File: src/rtl/nibble_packer_pkg.sv
// Shared types, state encoding and the nibble-pair packing function for nibble_packer.
package nibble_packer_pkg;

    localparam int NIB_W  = 4;
    localparam int BYTE_W = 8;

    typedef logic [1:0] state_t;

    localparam state_t IDLE      = 2'd0;
    localparam state_t HALF      = 2'd1;
    localparam state_t FULL      = 2'd2;
    localparam state_t FULL_HALF = 2'd3;

    // The first-arriving nibble lands in the high half unless lsb_first is set.
    function automatic logic [BYTE_W-1:0] pack(
        input logic [NIB_W-1:0] first,
        input logic [NIB_W-1:0] second,
        input logic             lsb_first
    );
        return lsb_first ? {second, first} : {first, second};
    endfunction

endpackage

File: src/rtl/nibble_packer_wrap_counter.sv
// Free-running wrap-around event counter with synchronous active-high reset.
module wrap_counter #(
    parameter int W = 8
) (
    input  logic         clk,
    input  logic         rst,
    input  logic         inc,
    output logic [W-1:0] count
);

    logic [W-1:0] count_q;
    logic [W-1:0] count_d;

    always_comb begin
        count_d = count_q;
        if (inc) begin
            count_d = count_q + 1'b1;
        end
    end

    always_ff @(posedge clk) begin
        if (rst) begin
            count_q <= '0;
        end else begin
            count_q <= count_d;
        end
    end

    assign count = count_q;

endmodule

File: src/rtl/nibble_packer.sv
// Packs pairs of 4-bit nibbles into bytes with one byte of output buffering plus
// one pending nibble. Optional zero-padded flush of a lone nibble: PACKER_FLUSH_EN.
module nibble_packer
    import nibble_packer_pkg::*;
#(
    parameter int LSB_FIRST = 0,
    parameter int CNT_W     = 8
) (
    input  logic             clk,
    input  logic             rst,
    input  logic [NIB_W-1:0] in_data,
    input  logic             in_valid,
    output logic             in_ready,
    output logic [BYTE_W-1:0] out_data,
    output logic             out_valid,
    input  logic             out_ready,
`ifdef PACKER_FLUSH_EN
    input  logic             flush,
`endif
    output logic [CNT_W-1:0] byte_count
);

    localparam logic LSB_SEL = (LSB_FIRST != 0);

    state_t            state_q;
    state_t            state_d;
    logic [NIB_W-1:0]  hold_q;
    logic [NIB_W-1:0]  hold_d;
    logic [BYTE_W-1:0] data_q;
    logic [BYTE_W-1:0] data_d;

    logic in_fire;
    logic out_fire;
    logic flush_req;

`ifdef PACKER_FLUSH_EN
    assign flush_req = flush;
`else
    assign flush_req = 1'b0;
`endif

    assign in_fire  = in_valid & in_ready;
    assign out_fire = out_valid & out_ready;

    always_ff @(posedge clk) begin
        if (rst) begin
            state_q <= IDLE;
            hold_q  <= '0;
            data_q  <= '0;
        end else begin
            state_q <= state_d;
            hold_q  <= hold_d;
            data_q  <= data_d;
        end
    end

    always_comb begin
        state_d = state_q;
        hold_d  = hold_q;
        data_d  = data_q;
        case (state_q)
            IDLE: begin
                if (in_fire) begin
                    state_d = HALF;
                    hold_d  = in_data;
                end
            end
            HALF: begin
                // A real nibble takes priority over a flush in the same cycle.
                if (in_fire) begin
                    state_d = FULL;
                    data_d  = pack(hold_q, in_data, LSB_SEL);
                end else if (flush_req) begin
                    state_d = FULL;
                    data_d  = pack(hold_q, {NIB_W{1'b0}}, LSB_SEL);
                end
            end
            FULL: begin
                if (out_fire && in_fire) begin
                    state_d = HALF;
                    hold_d  = in_data;
                end else if (out_fire) begin
                    state_d = IDLE;
                end else if (in_fire) begin
                    state_d = FULL_HALF;
                    hold_d  = in_data;
                end
            end
            FULL_HALF: begin
                if (out_fire) begin
                    state_d = HALF;
                end
            end
            default: begin
                state_d = IDLE;
            end
        endcase
    end

    // Pure state decode: in_ready never depends combinationally on out_ready.
    always_comb begin
        in_ready  = (state_q != FULL_HALF);
        out_valid = (state_q == FULL) || (state_q == FULL_HALF);
        out_data  = data_q;
    end

    wrap_counter #(
        .W(CNT_W)
    ) u_byte_count (
        .clk  (clk),
        .rst  (rst),
        .inc  (out_fire),
        .count(byte_count)
    );

endmodule

File: config.mk
export PLATFORM = sky130hd
export DESIGN_NAME = nibble_packer
export DESIGN_NICKNAME = d
export VERILOG_FILES = /design/src/rtl/nibble_packer_pkg.sv /design/src/rtl/nibble_packer_wrap_counter.sv /design/src/rtl/nibble_packer.sv
export SDC_FILE = /design/constraint.sdc
export NUM_CORES = 1
export LEC_CHECK = 0
export CORE_MARGIN = 2
export CORE_UTILIZATION = 40
export CTS_BUF_LIST = sky130_fd_sc_hd__clkbuf_2
export DETAILED_ROUTE_END_ITERATION = 6
export HOLD_SLACK_MARGIN = 0.12
export PLACE_DENSITY = 0.77
export SLEW_MARGIN = 20
export SYNTH_ARGS = -nofsm -noshare
export SYNTH_HDL_FRONTEND = slang
export SYNTH_SLANG_ARGS = --single-unit
File: constraint.sdc
create_clock -name clk -period 5 [get_ports clk]
set_clock_uncertainty 0.15 [all_clocks]
set_input_delay 0.75 -clock clk [delete_from_list [all_inputs] [get_ports clk]]
set_output_delay 0.75 -clock clk [all_outputs]
set_load 0.01 [all_outputs]
* Word level (Yosys, flattened, before mapping)
Cells that the tools add are included.
** Storage, ports and cells
- Word-level logic and storage cells :: 34
- Input port bits :: 8
- Register bits after elaboration :: 22
** Cells by class
- Add/sub/neg operators :: 1
- Reductions and logical operators :: 7
- Eq/ne operators :: 9
- Bitwise operators :: 2
- Muxes and demuxes :: 11
** Operator list (number)
- two-way mux 2 bit :: 6
- two-way mux 4 bit :: 3
- adder 8 x 1 -> 8 bit (second input constant) :: 1
- inequality test 2 bit (second input constant) :: 4
- case mux 2 bit (4 select lines) :: 1
- case mux 4 bit (2 select lines) :: 1
- == test 2 bit (second input constant) :: 2
- inequality test 4 bit (second input constant) :: 1
- AND reduction 2 bit :: 2
- AND reduction 4 bit :: 1
- inequality test 3 bit (second input constant) :: 1
- bitwise AND 1 bit :: 2
- == test 2 x 1 -> 1 bit (second input constant) :: 1
- zero test 2 bit :: 1
- nonzero test 2 bit :: 1
- logical AND 1 bit :: 1
- logical OR 1 bit :: 1

* Logic depth before layout (Yosys ltp)
- Depth in word-level cells :: 6
- Mapped depth :: 6
- Mapped depth without buffers :: 5

* Cells and area by module
A second synthesis with hierarchy kept.
** Second synthesis, totals
- Cells, all modules :: 114
- Area, all modules :: 1014.7 µm²
** Modules (own cells, without submodules)
- nibble_packer :: times used 1, seq. area each 280.3 µm², area each 675.6 µm², cells each 77
- wrap_counter :: times used 1, seq. area each 160.2 µm², area each 339.1 µm², cells each 37

* Worst setup path after synthesis
No wires, ideal clock.
- Path type :: register to output
- Start point :: register state_q[0]
- End point :: output port out_valid
- Stages on the path, launching flop included :: 5
- Data arrival time :: 1045 ps
- Data required time :: 4100 ps
- Path slack :: 3055 ps
- Cell sequence :: dfxtp_1 inv_1 ha_1 buf_4 or2_2
** On the way
- Cells in the longest elaborated chain, start to end :: 2
- Elaborated cells between the ends (all ways) :: 3
- Classes of those cells :: eq/ne (2); reduce/logical (1)
** RTL lines
- from (decl) :: RTL line nibble_packer.sv:25 : state_t state_q;
- from (signal assigned) :: RTL line nibble_packer.sv:51 : state_q <= state_d;
- == test 2 bit :: RTL line nibble_packer.sv:103 : out_valid = (state_q == FULL) || (state_q == FULL_HALF);
- logical OR 1 bit * :: RTL line nibble_packer.sv:103
- to (decl) :: RTL line nibble_packer.sv:15 : output logic out_valid,
Mark *: on every way between the ends. The rest lies on a longest branch, timed or not.

* Worst setup path in the final report
Ends and elaborated chain as after synthesis.

==> impl_metrics.csv <==
group,metric,value,unit
run_status,status,"complete, no violations",
drt,ant_nets,0,
timing,slew_headroom,43.4,%
power,internal_power,291,uW
layout,layout.nets,156,
global_routing,grt_overflow,0,
power,power_density,307,nW/um^2
timing,hold_viol,0,
critical_path,required,4.10,ns
timing,setup_viol,0,
floorplan,rows,18,
logic_synthesis,yosysTopAreaCell,"dfxtp_1",
timing,worst_slew_pin_slew,0.847,ns
power,vdd_drop_max,0.242,mV
place,port_buffers,25,
worst_hold_path,hp-start,"out_data[5]",
power,pwr-share-clk,31.2,%
critical_path,slowest_stage,"clkdlybuf4s50_1",
critical_path,worstPathArrival,1.95,ns
timing,fmax,0.351,GHz
critical_path,r2r_start,"state_q[1]",
floorplan,initial_core_util,41.5,%
timing,grt_setup_unrepaired,"false",
timing,period_minus_slack,2.85,ns
worst_hold_path,hp-class,"reg -> reg",
power,p_seq_share,48.0,%
logic_synthesis,synth.net_count,132,
logic_synthesis,yosysWarnings,0,
layout,n_fill_cell,241,
clock_network,htreeDepth,1,
clock_network,numCtsBuffers,3,
logic_synthesis,ys_seq_area_share,43.6,%
floorplan,die_w,54.2,um
logic_synthesis,postSynthCellCount,119,
clock_network,cts_root_buf,"clkbuf_2",
critical_path,critPathMaxFanout,10,
drt,avgViaCountPerCell,5.45,
clock_network,cts-resized-gates,0,
layout,final_common_cell,"clkdlybuf4s50_1",
timing,fin_setup_tns,0,ns
clock_network,clockBufferDepth,2,
global_routing,antenna_found_initial,0,
critical_path,criticalPathCategory,"reg -> out",
critical_path,cp-end-kind,"primary output",
clock_network,cts_hold_buf,0,
logic_synthesis,ys_types,30,
critical_path,critPathMaxStageDelay,0.48,ns
layout,stdcell_count,172,
global_routing,first_global_vias,803,
drt,drt_iter0_markers,16,
flow_run,drv_cap,0,
worst_hold_path,hold_end,"out_data[5]",
critical_path,r2r_setup_slack,3.02,ns
critical_path,timing.rr.end,"state_q[0]",
layout,fin_util,53.9,%
critical_path,startpoint_type,"flip-flop",
global_routing,grt_pass1_wl,3.49,mm
power,leakage,0.457,nW
place,placed_cells,168,
global_routing,grt_max_degree,25,
timing,finalCritPeriodShare,56.9,%
critical_path,path_cells,"inv_1 -> ha_1 -> or2_2 -> clkdlybuf4s50_1",
drt,drc,0,
logic_synthesis,synth.ff_latch_count,22,
timing,maxSlewViolCount,0,
floorplan,core_area,2430,sq um
logic_synthesis,syn_area_per_cell,8.49,sq um
power,p_sw_share,27.5,%
floorplan,io_pins,26,
layout,syn_to_final_growth,29.9,%
logic_synthesis,yosysTopAreaCellShare,43.6,%
global_routing,grt_use_total,16.4,%
clock_network,cts.clk_slew.worst_paths,0.23,ns
layout,seq_area,440,sq um
layout,num_antenna_cells,0,
place,dpl.hpwl,1.61,mm
drt,firstDrtPassIters,4,
critical_path,ff2ff_path_depth,4,
clock_network,postCtsSetupRepairBufs,0,
floorplan,die_h,54.2,um
power,finalPower,402,uW
power,power_frac_comb,20.7,%
layout,final_cell_mix,"clkdlybuf4s50_1, dfxtp_1, a21oi_1",
clock_network,cts_tree,"done",
floorplan,dieArea,2940,sq um
logic_synthesis,synthTopCellsByArea,"dfxtp_1, a21oi_1, nand3_1",
power,p_switching,111,uW
drt,wirelength,2.24,mm
drt,wire_per_inst,13.0,um
layout,multi_input_area,523,sq um
place,gp_congestion,0.694,
clock_network,numClockSinks,22,
logic_synthesis,syn-cell-area,1010,sq um
clock_network,clk-insertion-delay-late,0.34,ns
worst_hold_path,hold_path_depth,2,
drt,via_count,938,
layout,layout-drive-gt1-share,5.63,%
==> cell type report <==
| type | instances | share of cell area [%] |
|---|---|---|
| Multi-Input combinational cell | 87 | 39.9 |
| Sequential cell | 22 | 33.6 |
| Timing Repair Buffer | 25 | 19.1 |
| Tap cell | 30 | 2.86 |
| Clock inverter | 1 | 2.29 |
| Clock buffer | 3 | 1.15 |
| Inverter | 4 | 1.15 |
==> kinds of logic (layout without fill, tap and decap cells) <==
logic type | after synthesis | after routing | synth area share [%]
compound gates | 33 | 33 | 19.0
buf+inv | 10 | 33 | 4.58
simple gates | 45 | 45 | 22.9
fa+ha+maj | 5 | 5 | 6.20
xor+xnor | 2 | 2 | 1.74
flops | 22 | 22 | 43.6
mux | 2 | 2 | 1.98
==> cells in the mapped netlist, drive strengths merged <==
| cell | count |
|---|---|
| nand4 | 1 |
| dfxtp | 22 |
| ha | 5 |
| buf | 4 |
| nand3 | 15 |
| nor2 | 6 |
| o2bb2ai | 1 |
| nand3b | 2 |
| a311o | 1 |
| o21ai | 8 |
| nand2b | 2 |
| o211ai | 1 |
| or3 | 3 |
| a211oi | 1 |
| nor2b | 2 |
| a21oi | 18 |
| mux2i | 2 |
| inv | 4 |
| o31ai | 2 |
| clkbuf | 2 |
| nor4 | 1 |
| or2 | 2 |
| or4 | 2 |
| o2111ai | 1 |
| nand2 | 9 |
| xor2 | 2 |
==> per-stage QoR <==
step	worst slack (ns)	hold slack [ns]	cell area, sq um
after CTS	2.13	0.323	1310
after global placement	2.52	0.293	1270
after floorplan	3.06	0.290	1010
final	2.15	0.318	1310
after detailed placement	2.42	0.298	1270
after global routing	2.05	0.337	1310
==> power groups by stage <==
stage / registers [mW] / logic, mW / clock network (mW)
final: 0.193 / 0.0834 / 0.126
after global routing: 0.195 / 0.0943 / 0.135
after CTS: 0.194 / 0.0838 / 0.128
after detailed placement: 0.197 / 0.0833 / 0
after global placement: 0.196 / 0.0803 / 0
after floorplan: 0.198 / 0.0536 / 0
==> state kept, by name, indices dropped and copies added, names as in the netlist <==
signal / count
hold_q: 4
state_q: 2
out_data: 8
u_byte_count.count: 8
==> worst max-delay path, delay by kind of cell, from the launching register on <==
kind,cells,cell delay (ns)
flops,1,0.42
simple gates,1,0.32
fa+ha+maj,1,0.32
buf+inv,2,0.56
==> per-layer routing <==
| metal | global-route usage (%) | up-vias | share of wire [%] |
|---|---|---|---|
| li1 | - | 475 | - |
| met1 | 19.4 | 443 | 42 |
| met2 | 28.7 | 18 | 53 |
| met3 | 5.19 | 2 | 4.2 |
| met4 | 3.75 | 0 | 0.45 |
| met5 | 0 | - | 0 |
==> worst max path at each step <==
stage	slack [ns]	cells past startpoint	endpoint	startpoint
CTS	2.13	4	out_valid	state_q[0]
detailed placement	2.42	4	state_q[0]	in_valid
global placement	2.52	4	state_q[0]	in_valid
floorplan	3.06	4	out_valid	state_q[0]
global route	2.05	4	out_valid	state_q[0]
finish	2.15	4	out_valid	state_q[0]
Note: power is estimated with default switching activity, not from simulation.
==> patch 1 (config.mk and constraints unchanged) <==
Build with the macro `PACKER_FLUSH_EN` defined.
--- a/src/rtl/nibble_packer.sv
+++ b/src/rtl/nibble_packer.sv
@@ -2,2 +2,4 @@
 // one pending nibble. Optional zero-padded flush of a lone nibble: PACKER_FLUSH_EN.
+`define PACKER_FLUSH_EN
+
 module nibble_packer
Interface: changed (added flush); port bits go from 26 to 27. No check against the original RTL was run, so the function may have changed too.
==> patch 1 against the original RTL <==
- setup slack improved by 0.080 ns
- first-iteration DRC count down 31%
- sequential share of layout area decreased by 0.38 points
- total power shrank 6.3%
- wire length down 13%
- via count is 16% lower
- global-route usage decreased by 0.20 points
- combinational power shrank 19%
- synthesized area is 1.9% lower
- final area grew 1.1%
- sequential cell count stayed put
- synthesized cell count shrank 14%
==> patch 1: results <==
{
  "hpwl_mm": 1.44,
  "clockBufferDepth": 2,
  "path_clk_slew_ns": 0.20,
  "grt_use_total_pct": 16.2,
  "crit_arrival_ns": 1.87,
  "grt_max_degree": 23,
  "wire_per_inst_um": 12.2,
  "status": "completed",
  "drt_iter0_markers": 11,
  "synthAdderAreaFrac_pct": 6.31,
  "synthXorXnorAreaFrac_pct": 5.30,
  "final_nets": 145,
  "vias": 785,
  "p_leak_uw": 0.000523,
  "hold_path.class": "reg2reg",
  "clkLatencyLatePin_ns": 0.32,
  "worstPathMaxFanout": 8,
  "slew-limit-headroom_pct": 49.8,
  "synth_fp_nets": 116,
  "grt_pass1_vias": 771,
  "vdd_ir_drop_max_mv": 0.204,
  "p_sw_uw": 90.3,
  "synth_mux_area_share_pct": 10.1,
  "synth_compound_area_share_pct": 12.2,
  "seq_area_frac_synth_pct": 44.4,
  "root_buffer": "clkbuf_2",
  "drive_gt1_share_pct": 6.92,
  "io_buffers": 26,
  "synth_common_cells": "22 x dfxtp_1, 21 x nor2_1, 10 x mux2i_1"
}
patch 1: cell count changes after synthesis, sizes merged, moves of 6 or more:
cell | before | now
nand2 | 9 | 3
nor2 | 6 | 22
mux2i | 2 | 10
nand3 | 15 | 0
a21oi | 18 | 2
o21ai | 8 | 2
patch 1: kinds of logic (layout without fill, tap and decap cells):
| kind of cell | Yosys count | in the layout |
|---|---|---|
| xor+xnor | 6 | 6 |
| compound gates | 14 | 14 |
| buf+inv | 5 | 33 |
| fa+ha+maj | 5 | 5 |
| simple gates | 40 | 40 |
| flops | 22 | 22 |
| mux | 10 | 10 |
patch 1: per-layer routing:
layer	routed length, um	global-route usage (%)
met5	0	0
met4	51	10.3
met3	83	2.50
met2	896	25.0
met1	916	20.9
patch 1: stage by stage:
| stage | setup WS [ns] | area, um2 | std cells | hold WS (ns) |
|---|---|---|---|---|
| finish | 2.23 | 1330 | 160 | 0.376 |
| global route | 2.10 | 1330 | 160 | 0.416 |
| CTS | 2.20 | 1330 | 160 | 0.381 |
| detailed placement | 2.60 | 1280 | 156 | 0.335 |
| global placement | 2.66 | 1280 | 156 | 0.323 |
| floorplan | 3.12 | 991 | 102 | 0.310 |
patch 1: final timing paths:
check,startpoint,end,slack (ns),depth (start not counted)
min reg2reg,hold_q[2],hold_q[2],0.38,2
max reg2reg,state_q[0],state_q[0],3.20,6
min,hold_q[2],hold_q[2],0.38,2
max,state_q[0],out_valid,2.23,4
patch 1: area by class of cell:
type	instances	area, um2
inverters	3	11.3
well taps	30	37.5
multi-input cells	75	532
clock inverters	1	30.0
repair buffers	26	260
fillers	230	1080
clock buffers	3	15.0
flip-flops and latches	22	440
patch 1: tightest hold or removal path: cells and delay by family, from the launching register on:
kind / cells / cell delay [ns]
flip-flops: 1 / 0.37
multiplexers: 1 / 0.06
AND/OR/NAND/NOR: 1 / 0.08
patch 1: power groups by stage:
| stage | registers, uW | logic [uW] | clock network, uW |
|---|---|---|---|
| after floorplan | 193 | 42.8 | 0 |
| after global placement | 192 | 65.7 | 0 |
| after detailed placement | 193 | 67.2 | 0 |
| after CTS | 189 | 67.8 | 126 |
| after global routing | 190 | 74.7 | 132 |
| final | 189 | 67.2 | 121 |
==> patch 2 (config.mk and constraints unchanged) <==
Made on the original files. Put a register stage on the output `byte_count`, cleared by the reset. The value now appears one clock later. The other outputs are not delayed to match.
--- a/src/rtl/nibble_packer.sv
+++ b/src/rtl/nibble_packer.sv
@@ -23,2 +23,4 @@
     localparam logic LSB_SEL = (LSB_FIRST != 0);
+
+    logic [CNT_W-1:0] byte_count_d;
 
@@ -112,4 +114,12 @@
         .inc  (out_fire),
-        .count(byte_count)
+        .count(byte_count_d)
     );
+
+    always_ff @(posedge clk) begin
+        if (rst) begin
+            byte_count <= '0;
+        end else begin
+            byte_count <= byte_count_d;
+        end
+    end
 
Check against the original RTL: not equivalent (a bounded check fails within 4 cycles, from zero or initial values and one cycle with rst high).
==> patch 2 against the original RTL <==
- maximum frequency shrank 0.69%
- total power grew 13%
- critical path depth is the same
- sequential cell count grew 8
- non-clock buffer count is the same
- core utilization shrank 3.0 points
- synthesized area grew 24%
- setup slack lost 0.020 ns
- synthesized cell count grew 14%
- critical path type unchanged
- sequential share of layout area grew 5.7 points
- hold slack lost 0.0013 ns
- largest power group unchanged
- final area grew 17%
- wire length grew 4.2%
==> patch 2: results <==
{
  "via_per_inst": 5.20,
  "synth_cell_types": 33,
  "status": "completed",
  "r2r_setup_slack_ns": 3.13,
  "p_leak_uw": 0.000562,
  "multi_input_gates": 93,
  "min_to": "out_data[0]",
  "synth_common_cells": "30 x dfxtp_1, 15 x a21oi_1, 15 x nand3_1",
  "numCtsBuffers": 5,
  "htreeDepth": 2,
  "vias": 1008,
  "grt_pass1_vias": 977,
  "vdd_ir_drop_max_mv": 0.133,
  "grt_pass1_wl_mm": 3.84,
  "routabilityCongestion": 0.777,
  "crit_arrival_ns": 1.97,
  "placed_cells": 187,
  "worstPathMaxFanout": 9,
  "path_clk_slew_ns": 0.16,
  "placed_area_um2": 1500,
  "clkPwrFrac_pct": 24.7,
  "initial_core_util_pct": 41.5,
  "synth_fp_nets": 149,
  "final_nets": 174,
  "wire_per_inst_um": 12.0,
  "r2r_end": "u_byte_count.count[7]"
}
[patch 2: per-layer routing]
metal / GRT usage (%) / part of all wire (%)
met2: 25.6 / 50
met5: 0 / 0
met3: 6.49 / 6.2
met4: 6.98 / 0.26
met1: 14.5 / 43
[patch 2: cells by family (layout without fill, tap and decap cells)]
| kind of cell | count (synthesis) | in the layout | synth area share [%] |
|---|---|---|---|
| buffers and inverters | 13 | 38 | 5.31 |
| AOI/OAI and AO/OA | 26 | 26 | 12.4 |
| and+or+nand+nor | 55 | 55 | 23.4 |
| xor gates and xnor gates | 2 | 2 | 1.40 |
| muxes | 5 | 5 | 4.31 |
| DFF | 30 | 30 | 48.1 |
| adders and majority gates | 5 | 5 | 5.02 |
[patch 2: tightest hold or removal path, delay by kind of cell, from the launching register on]
family	cells	cell delay (ns)
flops	1	0.34
simple gates	1	0.05
compound gates	1	0.05
